<file path="src/rtl/thermo_scan_pkg.sv">
// Shared types and helpers for the pipelined thermometer scanner.
// Imported by thermo_scan_stage and thermo_scan_pipe.
package thermo_scan_pkg;

  typedef enum logic {
    THERMO_FILL_DOWN = 1'b0,
    THERMO_FILL_UP   = 1'b1
  } thermo_mode_e;

  // Widest vector the reversal helper supports.
  localparam int THERMO_MAX_W = 256;

  // Prefix-OR levels per stage: ceil(clog2(width) / stages).
  function automatic int thermo_levels_per_stage(input int width, input int stages);
    int lvls;
    lvls = $clog2(width);
    return (lvls + stages - 1) / stages;
  endfunction

  // Reverses the low `width` bits of v. The whole THERMO_MAX_W vector is reversed,
  // then shifted down so the meaningful bits land at [width-1:0].
  function automatic logic [THERMO_MAX_W-1:0] bit_reverse(input logic [THERMO_MAX_W-1:0] v,
                                                          input int unsigned width);
    logic [THERMO_MAX_W-1:0] mask;
    logic [THERMO_MAX_W-1:0] rev;
    mask = (THERMO_MAX_W'(1) << width) - THERMO_MAX_W'(1);
    for (int i = 0; i < THERMO_MAX_W; i++) begin
      rev[i] = v[THERMO_MAX_W-1-i];
    end
    return (rev >> (THERMO_MAX_W - width)) & mask;
  endfunction

endpackage

</file>
<file path="src/rtl/thermo_scan_stage.sv">
// One registered stage of the scanner: prefix-OR levels [FIRST_LVL, LAST_LVL)
// followed by a bubble-collapsing valid/ready payload register.
module thermo_scan_stage
  import thermo_scan_pkg::*;
#(
  parameter int WIDTH     = 32,
  parameter int FIRST_LVL = 0,
  parameter int LAST_LVL  = 1,
  parameter int TAG_W     = 4
) (
  input  logic             clk,
  input  logic             rst_n,
  input  logic             in_valid,
  output logic             in_ready,
  input  logic [WIDTH-1:0] in_data,
  input  thermo_mode_e     in_mode,
  input  logic [TAG_W-1:0] in_tag,
  output logic             out_valid,
  input  logic             out_ready,
  output logic [WIDTH-1:0] out_data,
  output thermo_mode_e     out_mode,
  output logic [TAG_W-1:0] out_tag
);

  logic [WIDTH-1:0] scan;
  logic             valid_q;
  logic [WIDTH-1:0] data_q;
  thermo_mode_e     mode_q;
  logic [TAG_W-1:0] tag_q;

  // Sklansky-style fill toward bit 0: at level l every bit in the lower half of a
  // 2^(l+1) block ORs in the lowest bit of the upper half. That boundary bit is not
  // modified at this level, so updating in place is safe.
  // NOTE: scan gets its full default before the loops, so no path leaves it unassigned
  // and no latch is inferred.
  always_comb begin
    scan = in_data;
    for (int l = FIRST_LVL; l < LAST_LVL; l++) begin
      for (int i = 0; i < WIDTH; i++) begin
        if (((i >> l) & 1) == 0) begin
          scan[i] = scan[i] | scan[(i | (1 << l)) & ~((1 << l) - 1)];
        end
      end
    end
  end

  // Load when empty or when the current content leaves on this same edge.
  assign in_ready = !valid_q || out_ready;

  // NOTE: state registers use non-blocking assignments so every stage samples the
  // pre-edge value of its neighbour; blocking here would shoot data through stages.
  // NOTE: the payload is reset too, so out_data/out_tag read as zero out of reset
  // rather than whatever the flops powered up with.
  always_ff @(posedge clk or negedge rst_n) begin
    if (!rst_n) begin
      valid_q <= 1'b0;
      data_q  <= '0;
      mode_q  <= THERMO_FILL_DOWN;
      tag_q   <= '0;
    end else if (in_ready) begin
      valid_q <= in_valid;
      if (in_valid) begin
        data_q <= scan;
        mode_q <= in_mode;
        tag_q  <= in_tag;
      end
    end
  end

  assign out_valid = valid_q;
  assign out_data  = data_q;
  assign out_mode  = mode_q;
  assign out_tag   = tag_q;

endmodule

</file>
<file path="src/rtl/thermo_scan_pipe.sv">
// Pipelined thermometer scanner: optional entry reversal, NUM_STAGES prefix-OR
// stages, exit reversal and leading-one index/count derived from the result.
module thermo_scan_pipe
  import thermo_scan_pkg::*;
#(
  parameter int WIDTH      = 32,
  parameter int NUM_STAGES = 2,
  parameter int TAG_W      = 4
) (
  input  logic                     clk,
  input  logic                     rst_n,
  input  logic                     in_valid,
  output logic                     in_ready,
  input  logic [WIDTH-1:0]         in_data,
  input  logic                     in_mode,
  input  logic [TAG_W-1:0]         in_tag,
  output logic                     out_valid,
  input  logic                     out_ready,
  output logic [WIDTH-1:0]         out_data,
  output logic [$clog2(WIDTH)-1:0] out_idx,
  output logic [$clog2(WIDTH):0]   out_count,
  output logic                     out_zero,
  output logic [TAG_W-1:0]         out_tag
);

  localparam int LVLS = $clog2(WIDTH);
  localparam int LPS  = thermo_levels_per_stage(WIDTH, NUM_STAGES);
  localparam int IW   = LVLS;
  localparam int CW   = LVLS + 1;

  // Element k is the input of stage k; element NUM_STAGES is the pipe output.
  logic                 valid_s [NUM_STAGES+1];
  logic                 ready_s [NUM_STAGES+1];
  logic [WIDTH-1:0]     data_s  [NUM_STAGES+1];
  thermo_mode_e         mode_s  [NUM_STAGES+1];
  logic [TAG_W-1:0]     tag_s   [NUM_STAGES+1];

  thermo_mode_e     entry_mode;
  logic [WIDTH-1:0] entry_rev;
  logic [WIDTH-1:0] exit_rev;
  logic [WIDTH-1:0] thermo;
  logic [CW-1:0]    cnt;
  logic [IW-1:0]    idx;

  // FILL_UP is a FILL_DOWN scan on the mirrored vector; mode rides with the data.
  assign entry_mode = thermo_mode_e'(in_mode);
  assign entry_rev  = WIDTH'(bit_reverse(THERMO_MAX_W'(in_data), WIDTH));

  assign valid_s[0] = in_valid;
  assign data_s[0]  = (entry_mode == THERMO_FILL_UP) ? entry_rev : in_data;
  assign mode_s[0]  = entry_mode;
  assign tag_s[0]   = in_tag;
  assign in_ready   = ready_s[0];
  assign ready_s[NUM_STAGES] = out_ready;

  for (genvar k = 0; k < NUM_STAGES; k++) begin : g_stage
    // Trailing stages may own no levels when LPS*NUM_STAGES overshoots LVLS.
    localparam int FL = (k * LPS < LVLS) ? k * LPS : LVLS;
    localparam int LL = ((k + 1) * LPS < LVLS) ? (k + 1) * LPS : LVLS;

    thermo_scan_stage #(
      .WIDTH     (WIDTH),
      .FIRST_LVL (FL),
      .LAST_LVL  (LL),
      .TAG_W     (TAG_W)
    ) u_stage (
      .clk       (clk),
      .rst_n     (rst_n),
      .in_valid  (valid_s[k]),
      .in_ready  (ready_s[k]),
      .in_data   (data_s[k]),
      .in_mode   (mode_s[k]),
      .in_tag    (tag_s[k]),
      .out_valid (valid_s[k+1]),
      .out_ready (ready_s[k+1]),
      .out_data  (data_s[k+1]),
      .out_mode  (mode_s[k+1]),
      .out_tag   (tag_s[k+1])
    );
  end

  assign exit_rev = WIDTH'(bit_reverse(THERMO_MAX_W'(data_s[NUM_STAGES]), WIDTH));
  assign thermo   = (mode_s[NUM_STAGES] == THERMO_FILL_UP) ? exit_rev : data_s[NUM_STAGES];

  // Index falls out of the popcount: down -> count-1, up -> WIDTH-count.
  always_comb begin
    cnt = CW'($countones(thermo));
    idx = '0;
    if (cnt != '0) begin
      if (mode_s[NUM_STAGES] == THERMO_FILL_UP) begin
        idx = IW'(CW'(WIDTH) - cnt);
      end else begin
        idx = IW'(cnt - CW'(1));
      end
    end
  end

  assign out_valid = valid_s[NUM_STAGES];
  assign out_data  = thermo;
  assign out_idx   = idx;
  assign out_count = cnt;
  assign out_zero  = valid_s[NUM_STAGES] && (cnt == '0);
  assign out_tag   = tag_s[NUM_STAGES];

endmodule

</file>
<file path="config.mk">
export PLATFORM = sky130hd
export DESIGN_NAME = thermo_scan_pipe
export DESIGN_NICKNAME = d
export VERILOG_FILES = /design/src/rtl/thermo_scan_pkg.sv /design/src/rtl/thermo_scan_stage.sv /design/src/rtl/thermo_scan_pipe.sv
export SDC_FILE = /design/constraint.sdc
export NUM_CORES = 1
export LEC_CHECK = 0
export ABC_AREA = 1
export CORE_ASPECT_RATIO = 1.4
export CORE_MARGIN = 2
export CORE_UTILIZATION = 58
export CTS_BUF_LIST = sky130_fd_sc_hd__clkbuf_4 sky130_fd_sc_hd__clkbuf_8
export DETAILED_ROUTE_END_ITERATION = 7
export GPL_ROUTABILITY_DRIVEN = 1
export HOLD_SLACK_MARGIN = 0.06
export PLACE_DENSITY_LB_ADDON = 0.1
export SYNTH_ARGS = -nofsm -noshare
export SYNTH_HDL_FRONTEND = slang
export SYNTH_SLANG_ARGS = --single-unit
</file>
<file path="constraint.sdc">
create_clock -name clk -period 12.05 [get_ports clk]
set_clock_uncertainty 0.1 [all_clocks]
set_input_delay 1.8075 -clock clk [delete_from_list [all_inputs] [get_ports clk]]
set_output_delay 1.8075 -clock clk [all_outputs]
set_load 0.03 [all_outputs]
</file>
==> run metrics, run 1 <==
status=finished clean; fill count=641; share of layout cells above drive strength 1=4.63%; Final Hold Fails=0; flop2flop setup slack=9.23 ns; Core Area=0.00785 mm2; vias in the first global route=3,887; die footprint=0.00888 mm2; Yosys top cell area share=40.3%; worst reg2reg path startpoint=g_stage[1].u_stage.out_valid; Layout Nets=759; Crit Path Class=register to output pin; FFs w/ async S/R, synth=100%; most frequent cell after synthesis=nand2_1; crit path DAT=7.13 ns; drt initial violations=160; chip width=80.2 um; hold wc startpoint=g_stage[1].u_stage.out_tag[1]; first-pass GRT wire length=17,100 um; total wire length=9810 um; Worst Path Max Fanout=46; Clock Path Buffers=2; Setup TNS Final=0 ns; GP Congestion=0.885; Syn Std Cell Area=0.00472 mm2; gr usage total=23.9%; Post-synth top cells=152 x nand2_1, 109 x inv_1, 91 x o21ai_0; die height=111 um; grt total ovfl=0; cell family with most CP delay=adder cells; largest net degree at the start of global routing=77; Startpoint Class=register; Synthesis Warnings=0; worst stage delay on the critical path=0.67 ns; Root Driver=clkbuf_8; PortBufs=90; post-route ant nets=0; CTS sink cnt=76; endpoints failing setup=0; Skew-Pair Late Insertion Delay=0.34 ns; CP dominant cell by count=inv_1; number of max-cap violations=0; Area contributors post-synth=dfrtp_1 40%, nand2_1 12%, fa_1 10%; max_slew headroom=31.4%; Cells after Synth=609; Num CTS Buffers=9; I/O pins=91; Min-Delay Endpoint=g_stage[1].u_stage.out_tag[1]; top_reg_cell synth=dfrtp_1; num rows=38; ant diodes=0; H-tree depth=3; Tightest Pin Transition=1.03 ns; Tightest Hold Check Type=register to register; CP bufs+invs=10; sequential element share of the synthesized area=40.3%; WHS Path Cells=2; FF-to-FF End=g_stage[0].u_stage.out_data[16]; Initial Util=60.1%; vias per cell=5.13; FF+latch count, synth=76; Synth area leader=dfrtp_1; Avg Inst Size Synth=7.74 um2; Synth cell types=31; post-CTS setup repair buffer count=0; data required time of the worst path=10.14 ns; crit-path cells=buf_4 -> o21ai_0 -> fa_1 -> inv_1 -> fa_1 -> fa_1 -> inv_1 -> fa_1 -> inv_1 -> fa_1 -> inv_1 -> fa_1 -> inv_1 -> ha_1 -> inv_1 -> fa_1 -> ha_1 -> inv_1 -> nor2_1 -> nand3_1 -> inv_1 -> nand2_1 -> nor2_1 -> clkdlybuf4s50_1; TritonRoute pass-1 iters=4; hold buffers post-CTS=0; antenna violations before repair=0; Area Growth Syn to Fin=23.3%; Worst setup EP type=output pin; post-CTS resize count=0; Net Count, Synth=682; Slowest cell on crit path=clkdlybuf4s50_1; TritonCTS clock tree=done; total number of vias=4,054; f_max=111 MHz; Max Transition Viols Final=0; detailed placement HPWL=7760 um; period utilization=75.0%; Post-synth EDFFs=0; minimum clock period after layout=9.03 ns; RSZ-0062 raised after global routing=false; R2R cell count=6; clock transition at the registers of the reported paths=0.07 ns; DRC=0; per-cell routed wire length=12.4 um
-- registers in the layout, summed over array words and instances, names as in the netlist --
name	count
g_stage.u_stage.out_valid	2
g_stage.u_stage.out_data	64
g_stage.u_stage.out_mode	2
g_stage.u_stage.out_tag	8
-- placed cells by master (no fill, tap or decap), types with 2 or more instances in the layout --
cell             count
nand2_1            152
nor2_1              38
nor3_2               2
ha_1                 8
buf_4                4
nor3_1               9
clkbuf_8            11
nand2_2              2
clkdlybuf4s50_1     89
a21oi_1             20
o21ai_2              3
inv_1              109
o21ai_0             91
clkinv_2             2
o211ai_1             3
nor2_2               2
o21ai_1             11
xor2_1               4
a31oi_1              5
fa_1                24
dfrtp_1             76
nand3_1             12
o21a_1               2
-- per-layer routing --
metal	track usage, %	share of wire [%]
met2	39.9	50
met4	9.27	2.4
met1	30.6	43
met5	0	0
met3	4.23	4.4
-- cells by family (layout without fill, tap and decap cells) --
logic type | Yosys count | after routing | synth area share [%]
simple gates | 219 | 219 | 18.7
compound gates | 138 | 138 | 15.5
buf+inv | 138 | 220 | 12.1
flops | 76 | 76 | 40.3
fa+ha+maj | 32 | 32 | 12.3
xor+xnor | 5 | 5 | 0.929
mux | 1 | 1 | 0.212
-- worst max-delay path by stage --
stage	from	endpoint	slack, ns	cells past startpoint
finish	g_stage[1].u_stage.out_mode	out_zero	3.02	24
global route	g_stage[1].u_stage.out_mode	out_zero	2.64	24
CTS	g_stage[1].u_stage.out_mode	out_zero	3.00	24
detailed placement	g_stage[1].u_stage.out_mode	out_idx[4]	3.39	25
global placement	g_stage[1].u_stage.out_mode	out_idx[4]	3.52	24
floorplan	g_stage[1].u_stage.out_mode	out_idx[3]	3.33	22
-- metrics by stage --
stage	std cells	util [%]	setup slack, ns	instance area (um2)	hold WS (ns)
after CTS	791	74.1	3.00	5820	0.385
after global routing	791	74.1	2.64	5820	0.415
after detailed placement	775	71.5	3.39	5610	0.368
after global placement	775	71.5	3.52	5610	0.362
after floorplan	609	-	3.33	4720	0.342
final	791	74.1	3.02	5820	0.386
-- worst register-to-register path, stage by stage, from the launching register on --
cell and delay [ns]:
dfrtp_1 0.41, nand3_1 0.14, nand2_1 0.60, inv_1 1.04
nand3_1 0.23, nor2_1 0.14, nor2_1 0.05
-- cell type report --
class	instances	area [um2]	area share, %
multi-input combinational	395	2240	38.6
tap	100	125	2.15
timing repair buffer	94	926	15.9
clock inverter	4	47.5	0.817
sequential	76	1900	32.7
clock buffer	12	159	2.73
inverter	110	413	7.10
Power of run 1 is not shown: default switching activity piles up to over one toggle a cycle in this logic, so the estimate is an artifact.
==> run 2, diff against run 1 <==
--- a/config.mk
+++ b/config.mk
@@ -8,7 +8,7 @@
 export ABC_AREA = 1
 export CORE_ASPECT_RATIO = 1.4
 export CORE_MARGIN = 2
-export CORE_UTILIZATION = 58
+export CORE_UTILIZATION = 54
 export CTS_BUF_LIST = sky130_fd_sc_hd__clkbuf_4 sky130_fd_sc_hd__clkbuf_8
 export DETAILED_ROUTE_END_ITERATION = 7
 export GPL_ROUTABILITY_DRIVEN = 1
==> constraint.sdc (replaced) <==
create_clock -name clk -period 8.8 [get_ports clk]
set_clock_uncertainty 0.1 [all_clocks]
set_input_delay 1.32 -clock clk [delete_from_list [all_inputs] [get_ports clk]]
set_output_delay 1.32 -clock clk [all_outputs]
set_load 0.03 [all_outputs]
==> run metrics, run 2 (synthesis gave the netlist of run 1 again) <==
Num CTS Buffers=9; TritonCTS clock tree=done; commonest cells after routing, fill and taps aside=152 x nand2_1, 109 x inv_1, 90 x o21ai_0; Crit Path Class=register to output pin; TritonRoute pass-1 iters=4; vias per cell=5.06; Tightest Hold Check Type=register to register; H-tree depth=3; Worst setup EP type=output pin; period utilization=95.4%; fill count=771; gr usage total=22.3%; minimum clock period after layout=8.39 ns; Setup crit start=g_stage[1].u_stage.out_mode; multi-input logic area=0.00224 mm2; ant diodes=0; detailed placement HPWL=8060 um; most common cell after layout, fill and taps aside=nand2_1; Largest register FFs=64; Storage cell area=0.00190 mm2; worst reg2reg path startpoint=g_stage[1].u_stage.out_valid; chip width=83.0 um; CTS sink cnt=76; PortBufs=90; per-cell routed wire length=12.7 um; Worst Path Max Fanout=49; num rows=40; post-route ant nets=0; Setup TNS Final=0 ns; Cell Area, Placed=0.00564 mm2; total number of vias=4,018; Final Hold Fails=0; Slowest cell on crit path=clkdlybuf4s50_1; Max Transition Viols Final=0; first-pass GRT wire length=17,200 um; Initial Util=55.1%; die footprint=0.00951 mm2; Layout Nets=760; clock transition at the registers of the reported paths=0.07 ns; finished layout cell area=0.00579 mm2; Min-Delay Endpoint=g_stage[1].u_stage.out_data[31]; Clock Path Buffers=2; Skew-Pair Late Insertion Delay=0.34 ns; vias in the first global route=3,797; f_max=119 MHz; status=finished clean; max_slew headroom=29.4%; R2R cell count=6; DRC=0; hold wc startpoint=g_stage[0].u_stage.out_data[31]; total wire length=10,100 um; number of max-cap violations=0; I/O pins=91; WHS Path Cells=2; flop2flop setup slack=5.97 ns; endpoints failing setup=0; RSZ-0062 raised after global routing=false; GP Congestion=0.887; Core Area=0.00856 mm2; hold buffers post-CTS=0; data required time of the worst path=7.38 ns; grt total ovfl=0; Startpoint Class=register; Tightest Pin Transition=1.06 ns; crit path DAT=6.97 ns; share of layout cells above drive strength 1=4.35%; Root Driver=clkbuf_8; antenna violations before repair=0; die height=115 um; worst stage delay on the critical path=0.67 ns; Area Growth Syn to Fin=22.8%; largest net degree at the start of global routing=77; FF-to-FF End=g_stage[0].u_stage.out_data[16]; CP dominant cell by count=inv_1; drt initial violations=234
## run 2: cell count changes in the layout (fill, tap and decap cells not counted), sizes merged
cell,delta
clkinv,-2
buf,+1
bufinv,-1
clkbuf,+1
clkinvlp,-1
## run 2: per-stage QoR
stage	hold slack [ns]	util, %	setup slack [ns]	std cells
final	0.385	67.7	0.406	794
after global routing	0.421	67.7	0.0202	794
after CTS	0.388	67.7	0.339	794
after detailed placement	0.369	65.9	0.739	781
after global placement	0.361	65.9	0.911	781
after floorplan	0.342	-	0.569	609
## run 2: area by class of cell
cell class | instances | share of cell area [%]
Clock buffer | 13 | 2.66
Inverter | 110 | 7.13
Multi-Input combinational cell | 395 | 38.8
Sequential cell | 76 | 32.8
Tap cell | 105 | 2.27
Timing Repair Buffer | 95 | 16.3
## run 2: worst max-delay path: cells and delay by family (launching register included)
family	cells	cell delay, ns
flops	1	0.59
compound gates	1	0.20
simple gates	5	0.41
fa+ha+maj	9	4.03
buf+inv	10	1.39
## run 2: worst max path at each step
| stage | endpoint | slack [ns] |
|---|---|---|
| 4_1_cts | out_idx[4] | 0.34 |
| 3_3_place_gp | out_idx[4] | 0.91 |
| 2_1_floorplan | out_idx[3] | 0.57 |
| 5_1_grt | out_idx[4] | 0.02 |
| 3_5_place_dp | out_idx[4] | 0.74 |
| 6_report | out_idx[4] | 0.41 |
## run 2: routing by layer
layer | global-route usage [%] | share of wire [%] | vias up
li1 | - | - | 2038
met1 | 28.5 | 45 | 1861
met2 | 38.9 | 50 | 102
met3 | 3.60 | 3.6 | 17
met4 | 7.32 | 1.7 | 0
met5 | 0 | 0 | -
## run 2: what timing repair did
item	in CTS	in global routing
gates resized for setup	0	1
endpoints found under the setup margin	0	5
buffers inserted	0	0
Power of run 2 is left out for the same reason.
==> run 3, diff against run 2 <==
--- a/config.mk
+++ b/config.mk
@@ -8,7 +8,7 @@
 export ABC_AREA = 1
 export CORE_ASPECT_RATIO = 1.4
 export CORE_MARGIN = 2
-export CORE_UTILIZATION = 54
+export CORE_UTILIZATION = 49
 export CTS_BUF_LIST = sky130_fd_sc_hd__clkbuf_4 sky130_fd_sc_hd__clkbuf_8
 export DETAILED_ROUTE_END_ITERATION = 7
 export GPL_ROUTABILITY_DRIVEN = 1
==> constraint.sdc (replaced) <==
create_clock -name clk -period 7 [get_ports clk]
set_clock_uncertainty 0.1 [all_clocks]
set_input_delay 1.05 -clock clk [delete_from_list [all_inputs] [get_ports clk]]
set_output_delay 1.05 -clock clk [all_outputs]
set_load 0.03 [all_outputs]
==> run metrics, run 3 (synthesis gave the netlist of run 1 again) <==
Num CTS Buffers=9; TritonRoute pass-1 iters=4; gr usage total=22.5%; per-cell routed wire length=12.9 um; detailed placement HPWL=8230 um; GP Congestion=0.867; CTS sink cnt=76; Crit Path Class=register to output pin; clock transition at the registers of the reported paths=0.07 ns; die footprint=0.0104 mm2; data required time of the worst path=5.85 ns; Tightest Hold Check Type=register to register; endpoints failing setup=6; Met2 Wirelength=5500 um; routed length on met1=4670 um; Largest register FFs=64; Core Area=0.00941 mm2; Area Growth Syn to Fin=35.8%; post-route ant nets=0; slack of the critical path=-0.195 ns; f_max=139 MHz; Highest Signal Layer=met4; num rows=42; H-tree depth=3; Worst setup EP type=output pin; Worst Path Max Fanout=7; period utilization=103%; minimum clock period after layout=7.20 ns; fill count=803; die height=120 um; most common cell after layout, fill and taps aside=nand2_1; status=finished, violations left; first-pass GRT wire length=18,700 um; commonest cells after routing, fill and taps aside=140 x nand2_1, 104 x inv_1, 77 x clkdlybuf4s50_1; Layout Nets=792; Max Transition Viols Final=0; Clock Path Buffers=2; hold wc startpoint=g_stage[0].u_stage.out_data[18]; Initial Util=50.1%; Root Driver=clkbuf_8; I/O pins=91; Final Hold Fails=0; Startpoint Class=register; Skew-Pair Late Insertion Delay=0.35 ns; crit path DAT=6.05 ns; hold buffers post-CTS=0; TritonCTS clock tree=done; RSZ-0062 raised after global routing=true; Tightest Pin Transition=1.01 ns; share of layout cells above drive strength 1=16.9%; DRC=0; chip width=86.9 um; grt total ovfl=0; WL met3=380 um; max_slew headroom=32.2%; worst stage delay on the critical path=0.57 ns; number of max-cap violations=0; post-layout util=68.1%; PortBufs=90; total wire length=10,800 um; worst reg2reg path startpoint=g_stage[1].u_stage.out_valid; Setup crit start=g_stage[1].u_stage.out_mode; CP dominant cell by count=fa_1; failing checks=negative setup slack; Slowest cell on crit path=fa_2; largest net degree at the start of global routing=77; ant diodes=0; drt initial violations=218; total number of vias=4,174; antenna violations before repair=0; vias in the first global route=4,192; vias per cell=5.01
[run 3: repair_timing]
action,in CTS,in global routing
setup buffers,14,0
gates cloned,4,0
pin swaps,25,5
setup endpoints to repair,7,9
gates resized for setup,63,4
[run 3: through the flow]
| step | instance area, um2 | hold WS, ns | instances | worst slack, ns | setup TNS, ns |
|---|---|---|---|---|---|
| final | 6400 | 0.380 | 833 | -0.195 | -0.973 |
| after global routing | 6400 | 0.402 | 833 | -0.436 | -2.43 |
| after CTS | 6400 | 0.385 | 833 | -0.238 | -1.09 |
| after detailed placement | 5800 | 0.368 | 800 | -0.103 | -0.174 |
| after global placement | 5800 | 0.356 | 800 | 0.0937 | 0 |
| after floorplan | 4800 | 0.342 | 609 | 0.00190 | 0 |
[run 3: critical path, delay by kind of cell, from the launching register on]
kind / cells / cell delay, ns
fa+ha+maj: 8 / 3.70
buf+inv: 10 / 0.87
flops: 1 / 0.49
simple gates: 6 / 0.41
xor+xnor: 1 / 0.19
compound gates: 1 / 0.06
[run 3: final timing paths]
path / endpoint / slack (ns) / cells past startpoint
worst max-delay path: out_idx[3] / -0.20 / 26
min in group asynchronous: g_stage[1].u_stage.out_data[20] / 0.81 / 2
worst min register to register: g_stage[0].u_stage.out_data[18] / 0.38 / 2
worst max register to register: g_stage[0].u_stage.out_data[16] / 4.50 / 7
worst min-delay path: g_stage[0].u_stage.out_data[18] / 0.38 / 2
max in group asynchronous: g_stage[1].u_stage.out_mode / 5.35 / 2
[run 3: layer usage]
metal,up-vias,GRT usage [%]
li1,2106,-
met1,1933,28.3
met2,114,38.7
met3,21,3.37
met4,0,8.11
met5,-,0
[run 3: area by class of cell]
| cell class | instances | area, um2 | area share (%) |
|---|---|---|---|
| clock inverters | 1 | 30.0 | 0.469 |
| flip-flops and latches | 76 | 1900 | 29.7 |
| multi-input cells | 395 | 2440 | 38.1 |
| well taps | 110 | 138 | 2.15 |
| inverters | 110 | 413 | 6.45 |
| clock buffers | 14 | 180 | 2.81 |
| repair buffers | 127 | 1300 | 20.3 |
Power of run 3 is left out for the same reason.
